--- src/rtl/glove_pkg.sv ---
`default_nettype none
// ============================================================================
// Package  : glove_pkg
// Desc     : Shared frame geometry and sample/window types for the glove path.
// Revision : 1.0
// ============================================================================
package glove_pkg;

    localparam int NUM_CH      = 8;
    localparam int NUM_FRAMES  = 5;
    localparam int NUM_SAMPLES = NUM_CH * NUM_FRAMES;
    localparam int FRAMES_W    = $clog2(NUM_FRAMES + 1);

    typedef logic signed [15:0] sample_t;
    typedef sample_t [0:NUM_CH-1]      frame_t;
    typedef sample_t [0:NUM_SAMPLES-1] window_t;

endpackage
`default_nettype wire

--- src/rtl/frame_stager.sv ---
`default_nettype none
// ============================================================================
// Module   : frame_stager
// Desc     : Collects NUM_CH samples into a staging frame; holds it until commit.
// Revision : 1.0
// ============================================================================
module frame_stager
    import glove_pkg::*;
(
    input  logic    i_clk,
    input  logic    i_rst_n,
    input  logic    i_clear,
    input  sample_t i_sample,
    input  logic    i_valid,
    input  logic    i_commit,
    output logic    o_ready,
    output logic    o_pend,
    output frame_t  o_frame
);

    localparam int c_idx_w = $clog2(NUM_CH);
    localparam logic [c_idx_w-1:0] c_last_idx = c_idx_w'(NUM_CH - 1);

    logic [c_idx_w-1:0] r_idx;
    logic               r_pend;
    frame_t             r_stage;
    logic               w_accept;

    assign w_accept = i_valid && !r_pend;

    // Commit only happens while pending and accept only while not, so they never collide.
    always_ff @(posedge i_clk) begin
        if (!i_rst_n || i_clear) begin
            r_idx   <= '0;
            r_pend  <= 1'b0;
            r_stage <= '0;
        end else begin
            if (i_commit) begin
                r_pend <= 1'b0;
            end
            if (w_accept) begin
                r_stage[r_idx] <= i_sample;
                if (r_idx == c_last_idx) begin
                    r_idx  <= '0;
                    r_pend <= 1'b1;
                end else begin
                    r_idx <= r_idx + c_idx_w'(1);
                end
            end
        end
    end

    assign o_ready = !r_pend;
    assign o_pend  = r_pend;
    assign o_frame = r_stage;

endmodule
`default_nettype wire

--- src/rtl/frame_window.sv ---
`default_nettype none
// ============================================================================
// Module   : frame_window
// Desc     : Sliding NUM_FRAMES-frame sample window with frame-advance pulse and lock.
// Revision : 1.0
// ============================================================================
module frame_window
    import glove_pkg::*;
#(
    parameter int LOCK_CYCLES = 500
) (
    input  logic                i_clk,
    input  logic                i_rst_n,
    input  sample_t             i_sample,
    input  logic                i_valid,
    output logic                o_ready,
    input  logic                i_clear,
    output window_t             o_data,
    output logic                o_next,
    output logic [FRAMES_W-1:0] o_frames,
    output logic                o_locked
);

    localparam int c_lock_w = $clog2(LOCK_CYCLES + 1);
    localparam logic [c_lock_w-1:0] c_lock_load = c_lock_w'(LOCK_CYCLES);
    localparam logic [FRAMES_W-1:0] c_frames_full = FRAMES_W'(NUM_FRAMES);

    window_t             r_window;
    logic [FRAMES_W-1:0] r_frames;
    logic [c_lock_w-1:0] r_lock;
    logic                r_next;

    logic                w_pend;
    logic                w_commit;
    logic [FRAMES_W-1:0] w_frames_inc;
    frame_t              w_frame;

    frame_stager u_stager (
        .i_clk    (i_clk),
        .i_rst_n  (i_rst_n),
        .i_clear  (i_clear),
        .i_sample (i_sample),
        .i_valid  (i_valid),
        .i_commit (w_commit),
        .o_ready  (o_ready),
        .o_pend   (w_pend),
        .o_frame  (w_frame)
    );

    // A count of 1 means the lock expires at this edge, so a pending frame may
    // commit here; the window is then frozen for exactly LOCK_CYCLES cycles.
    assign w_commit     = w_pend && (r_lock <= c_lock_w'(1));
    assign w_frames_inc = (r_frames == c_frames_full) ? r_frames : r_frames + FRAMES_W'(1);

    always_ff @(posedge i_clk) begin
        if (!i_rst_n || i_clear) begin
            r_window <= '0;
            r_frames <= '0;
            r_lock   <= '0;
            r_next   <= 1'b0;
        end else begin
            r_next <= 1'b0;
            if (r_lock != '0) begin
                r_lock <= r_lock - c_lock_w'(1);
            end
            if (w_commit) begin
                r_window <= {r_window[NUM_CH:NUM_SAMPLES-1], w_frame};
                r_frames <= w_frames_inc;
                if (w_frames_inc == c_frames_full) begin
                    r_next <= 1'b1;
                    r_lock <= c_lock_load;
                end
            end
        end
    end

    assign o_data   = r_window;
    assign o_next   = r_next;
    assign o_frames = r_frames;
    assign o_locked = (r_lock != '0);

endmodule
`default_nettype wire

--- config.mk ---
export PLATFORM = sky130hd
export DESIGN_NAME = frame_window
export DESIGN_NICKNAME = d
export VERILOG_FILES = /design/src/rtl/glove_pkg.sv /design/src/rtl/frame_stager.sv /design/src/rtl/frame_window.sv
export SDC_FILE = /design/constraint.sdc
export NUM_CORES = 2
export LEC_CHECK = 0
export ABC_CLOCK_PERIOD_IN_PS = 2370
export CORE_AREA = 4 4 260 262
export CTS_BUF_LIST = sky130_fd_sc_hd__clkbuf_8
export CTS_CLUSTER_SIZE = 8
export DETAILED_ROUTE_END_ITERATION = 10
export DIE_AREA = 0 0 264 266
export DONT_BUFFER_PORTS = 1
export MAX_ROUTING_LAYER = met4
export PLACE_DENSITY = 0.54
export SLEW_MARGIN = 25
export SYNTH_ARGS = -nofsm -noshare
export SYNTH_HDL_FRONTEND = slang
export SYNTH_HIERARCHICAL = 1
export SYNTH_SLANG_ARGS = --single-unit
--- constraint.sdc ---
create_clock -name i_clk -period 2.37 [get_ports i_clk]
set_clock_uncertainty 0.05 [all_clocks]
set_input_delay 0.237 -clock i_clk [delete_from_list [all_inputs] [get_ports i_clk]]
set_output_delay 0.237 -clock i_clk [all_outputs]
set_load 0.005 [all_outputs]
Word level (Yosys, flattened, before mapping) --
Index checks and enable logic that the tools add are counted.
Word-level totals: register bits 785, latch bits 0, bits in writable memories 0, memory bits (read-only) 0, input bits 20, output and inout port bits 646, word-level logic and storage cells 84, memories 0
Operators by class: add/subtract/negate cells 3, $mul 0, div/mod/pow operators 0, magnitude comparators 3, equality and inequality tests 3, shift operators 0, muxes and demuxes 12, bitwise gates (word level) 2, reductions and logical operators 8
Operators by type and width (count):
- $bwmux W128 | 1
- $demux W16 S3 | 1
- $mux W9 | 3
- $mux W16 | 1
- $eq A3 B3 Y1 const B | 3
- $le A9 B1 Y1 const B | 1
- $reduce_bool A9 Y1 | 1
- $sub A9 B1 Y9 const B | 1
- $add A3 B1 Y3 const B | 2
- $mux W3 | 2
- $ge A4 B4 Y1 const B | 1
- $lt A4 B1 Y1 const B | 1
- $mux W1 | 4
- $not A3 Y4 | 1
- $logic_and A1 B1 Y1 | 3
- $logic_not A1 Y1 | 2
- $reduce_or A2 Y1 | 1
- $logic_or A1 B1 Y1 | 1
- $not A1 Y1 | 1

Longest topological paths before layout --
depth after elaboration 6, depth in mapped cells 9

By module --
The synthesis kept the hierarchy.
By module, submodules not included:
- frame_window | instances 1, cells an instance 2857, area an instance 22505.3 um^2, sequential area each 13072.5 um^2
- frame_stager | instances 1, cells an instance 461, area an instance 4893.4 um^2, sequential area each 2642.5 um^2

Worst setup path after synthesis --
No wires, ideal clock.
path kind reg2reg, from register r_frames[1] (netlist: o_frames[1]), to register r_lock[0], setup time 0.116 ns, data arrival time 1.787 ns, setup slack 0.418 ns, cell stages (with the launch flop) 7, path buffers 0, cells stage by stage dfxtp_1 -> inv_1 -> ha_1 -> or4b_2 -> a21boi_0 -> o21ai_2 -> and3_1
On the way: word-level cells in the longest chain between the ends 5, elaborated cells on any way between the ends 6, classes of those cells add/sub: 1; eq/ne: 2; mux: 3
RTL lines:
- from (decl) | line frame_window.sv:29 | logic [FRAMES_W-1:0] r_frames;
- from (signal assigned) | line frame_window.sv:68 | r_frames <= w_frames_inc;
- $add A3 B1 Y3 or $eq A3 B3 Y1 (tied branches) | line frame_window.sv:53 | assign w_frames_inc = (r_frames == c_frames_full) ? r_frames : r_frames + FRAMES_W'(1);
- $mux W3 * | line frame_window.sv:53
- $eq A3 B3 Y1 * | line frame_window.sv:69 | if (w_frames_inc == c_frames_full) begin
- $mux W9 * | line frame_window.sv:69
- $mux W9 * | line frame_window.sv:66 | if (w_commit) begin
- to (signal assigned) | line frame_window.sv:64 | r_lock <= r_lock - c_lock_w'(1);
- to (signal assigned) | line frame_window.sv:71 | r_lock <= c_lock_load;
- to (decl) | line frame_window.sv:30 | logic [c_lock_w-1:0] r_lock;
Every way passes the cells marked *; elsewhere a longest branch is shown, timed or not. A chain may end at the register's enable or synchronous reset.

Worst setup path after layout --
from register r_lock[7], to register u_stager.r_pend (netlist: u_stager/o_pend)
On the way: word-level cells in the longest chain between the ends 5
RTL lines:
- $le A9 B1 Y1 * | line frame_window.sv:52 | assign w_commit = w_pend && (r_lock <= c_lock_w'(1));
- $logic_and A1 B1 Y1 * | line frame_window.sv:52
- $mux W1 * | line frame_stager.sv:38 | if (i_commit) begin
- $mux W1 | line frame_stager.sv:43 | if (r_idx == c_last_idx) begin
- $mux W1 * | line frame_stager.sv:41 | if (w_accept) begin
- to (signal assigned) | line frame_stager.sv:35 | r_pend <= 1'b0;
- to (signal assigned) | line frame_stager.sv:39 | r_pend <= 1'b0;
- to (signal assigned) | line frame_stager.sv:45 | r_pend <= 1'b1;
- to (decl) | line frame_stager.sv:25 | logic r_pend;
Marked as above.

==> impl_metrics.py <==
metrics = {
    "run_status": {
        "status": "complete, no violations",
    },
    "drt": {
        "ant_nets": 0,
        "drtIter0Drc": 1417,
        "firstDrtPassIters": 5,
        "highest_layer": "met4",
        "wire_per_inst_microns": 19.5,
        "dr_wl_met3_microns": 7290,
        "wl_met1_microns": 33000,
        "wl_met2_microns": 40400,
        "vias": 22000,
        "routed_wl_microns": 83000,
        "via_per_inst": 5.17,
        "drc_errors": 0,
    },
    "floorplan": {
        "die_area_sq_um": 70200,
        "rows": 94,
        "die_y_microns": 266,
        "ios": 666,
        "start_util_pct": 41.9,
        "dieWidth_microns": 264,
        "core-area_sq_um": 65400,
    },
    "clock_network": {
        "clkLatencyLatePin_ns": 0.73,
        "cts_tree": "done",
        "post_cts_buffers": 0,
        "clkTransAtPathRegs_ns": 0.06,
        "clock_sinks": 785,
        "cts_made_buffers": 133,
        "cts_root_buffer": "clkbuf_8",
        "cts_htree_levels": 4,
        "clk_path_buf_depth": 3,
    },
    "layout": {
        "area_growth_syn_to_layout_pct": 12.8,
        "drive_gt1_share_pct": 7.99,
        "nets": 3315,
        "fin_util_pct": 47.3,
    },
    "synth": {
        "synthMuxAreaShare_pct": 4.82,
        "yosysMostFrequentCell": "nand2_1",
        "synth_compound_area_share_pct": 12.2,
        "seq_area_frac_synth_pct": 57.4,
        "syn_area_per_cell_sq_um": 8.26,
        "synth_edf_count": 0,
        "syn_nets": 3344,
        "syn_inst": 3318,
        "synthTopCellsByArea": "dfxtp_1 (57%), nand2_1 (20%), a21oi_1 (12%)",
        "synthAdderAreaFrac_pct": 0.274,
        "yosysUniqueCellTypes": 47,
        "async_flop_share_pct": 0,
        "synthXorXnorAreaFrac_pct": 0.0320,
        "synth.top_cell.area_share_pct": 57.4,
        "yosys_warnings": 6,
        "synth_top_area_cell": "dfxtp_1",
        "post_synth_most_frequent_cells": "nand2_1 (1,430), dfxtp_1 (785), a21oi_1 (647)",
        "syn_area_sq_um": 27400,
        "synth-seq-cells": 785,
        "yosys.area_share.simple_pct": 20.9,
        "synthFlopType": "dfxtp_1",
        "synth_top_family_by_area": "simple AND/OR/NAND/NOR gates",
    },
    "sta": {
        "slew_viol_final": 0,
        "fin_ws_ns": 0.166,
        "rsz0062_at_grt": "false",
        "tns_ns": 0,
        "tightest_slew_ns": 0.891,
        "fmax_ghz": 0.454,
        "period_needed_ns": 2.20,
        "hold_viol_final": 0,
        "final-setup-viol-count": 0,
        "relSlewSlack_pct": 40.5,
        "timing.final.crit_share_pct": 93.0,
    },
    "worst_setup_path": {
        "cp-startpoint": "r_lock[7]",
        "r2r_cells": 7,
        "crit_top_cell": "nor2_1",
        "path_class": "reg2reg",
        "cp-end-kind": "flip-flop",
        "cp_max_fo": 14,
        "reg2reg_slack_ns": 0.17,
        "worstSetupEndpoint": "u_stager/o_pend",
        "crit_cells": 7,
        "cp.required_ns": 2.92,
        "slowest_delay_ns": 0.56,
        "critPathTopFamily": "buffers and inverters",
        "reg2reg_to": "u_stager/o_pend",
        "path_cells": "nor2_1 -> o2111ai_4 -> inv_8 -> nor2b_1 -> a31oi_1 -> nor2_1 -> dlygate4sd3_1",
        "crit_buf_inv": 2,
        "r2r-start": "r_lock[7]",
        "arrival_ns": 2.76,
        "slowest_stage": "dlygate4sd3_1",
        "start_kind": "flip-flop",
    },
    "power": {
        "p_per_area_nw_per_um2": 845,
        "irDropWorstVdd_uv": 554,
        "clkPwrFrac_pct": 45.1,
        "finalPower_mw": 26.1,
        "combPwrFrac_pct": 3.8,
        "seqPwrFrac_pct": 51.1,
        "intPower_mw": 20.1,
        "leakagePower_nw": 10.5,
        "power.share.switching_pct": 23.1,
        "p_sw_mw": 6.03,
    },
    "global_route": {
        "antenna_found_initial": 3,
        "grt_pass1_vias": 20800,
        "grt_max_degree": 122,
        "grt_pass1_wl_microns": 125000,
        "grtUsageTotal_pct": 22.9,
        "overflow": 0,
    },
    "placement": {
        "port_buffers": 0,
        "dp_slack_ns": 0.242,
        "gp_congestion": 0.856,
        "hpwl_microns": 55800,
    },
    "min_path": {
        "hp-class": "in2reg",
    },
    "run": {
        "cap_violations": 0,
    },
}
==> state kept, by name, summed over array words and instances, names as in the netlist <==
| name | cells |
|---|---|
| u_stager/o_frame | 128 |
| o_next | 1 |
| u_stager/o_pend | 1 |
| o_data | 640 |
| r_lock | 9 |
| u_stager/r_idx | 3 |
| o_frames | 3 |
==> cell type report <==
type	count	area, sq um
fill	6315	34500
timing repair buffer	79	943
clock buffer	169	2330
antenna	4	10.0
inverter	5	26.3
tap	864	1080
clock inverter	55	283
sequential	785	15700
multi-input combinational	2285	10500
==> worst reg2reg max path, delay by kind of cell, from the launching register on <==
kind | cells | cell delay [ns]
AND/OR/NAND/NOR | 3 | 0.50
buffers and inverters | 2 | 0.78
flip-flops | 1 | 0.33
AO/OA/AOI/OAI | 2 | 0.42
==> metrics by stage <==
step / instances / cell area (sq um) / hold slack (ns)
2_1_floorplan: 3318 / 27400 / 0.345
3_3_place_gp: 4008 / 28200 / 0.352
3_5_place_dp: 4008 / 28200 / 0.357
4_1_cts: 4242 / 30900 / 0.0926
5_1_grt: 4245 / 30900 / 0.105
6_report: 4246 / 30900 / 0.114
==> power groups by stage <==
stage / combinational, mW / sequential (mW) / clock [mW]
6_report: 0.984 / 13.3 / 11.8
5_1_grt: 1.09 / 13.3 / 12.8
4_1_cts: 0.985 / 13.3 / 12.1
3_5_place_dp: 0.966 / 13.6 / 0
3_3_place_gp: 0.943 / 13.6 / 0
2_1_floorplan: 0.684 / 13.6 / 0
==> metal layers <==
layer  up-vias  global-route usage (%)
met5         -                       -
met4         0                    7.58
met3       155                    8.18
met2       718                    37.5
met1     10400                    26.4
li1      10700                       -
==> cells by family (layout without fill, tap and decap cells) <==
kind of cell,count (synthesis),after routing
and+or+nand+nor,1484,1484
DFF,785,785
AOI/OAI and AO/OA,662,662
buffers and inverters,248,308
muxes,132,132
adders and majority gates,6,6
xor gates and xnor gates,1,1
other,0,4
==> placed cells by master (no fill, tap or decap), types with 4 or more instances in the layout <==
master / netlist / routed
nand3_1: 4 / 4
ha_1: 6 / 6
clkinvlp_4: 0 / 4
dfxtp_1: 785 / 785
mux2i_1: 132 / 132
clkinv_2: 0 / 6
dlygate4sd3_1: 0 / 10
nor2_1: 15 / 15
inv_8: 0 / 4
nand2_1: 1430 / 1430
buf_4: 14 / 43
a21oi_1: 647 / 647
buf_12: 0 / 26
nand2_2: 4 / 4
diode_2: 0 / 4
clkbuf_8: 0 / 169
inv_1: 4 / 44
==> what timing repair did <==
action,4_1_cts,5_1_grt
hold endpoints to repair,258,0
hold buffers,10,0
gates resized for setup,0,2
endpoints found under the setup margin,0,1
==> worst min path at each step <==
stage | start | to | cells after the start
after global placement | i_valid | u_stager/o_pend | 2
final | i_sample[2] | u_stager/o_frame[2] | 2
after global routing | i_sample[2] | u_stager/o_frame[114] | 2
after detailed placement | i_valid | u_stager/o_pend | 2
after floorplan | i_valid | u_stager/o_pend | 2
after CTS | i_sample[2] | u_stager/o_frame[2] | 2
No activity file was read; power rests on OpenSTA's default activity.
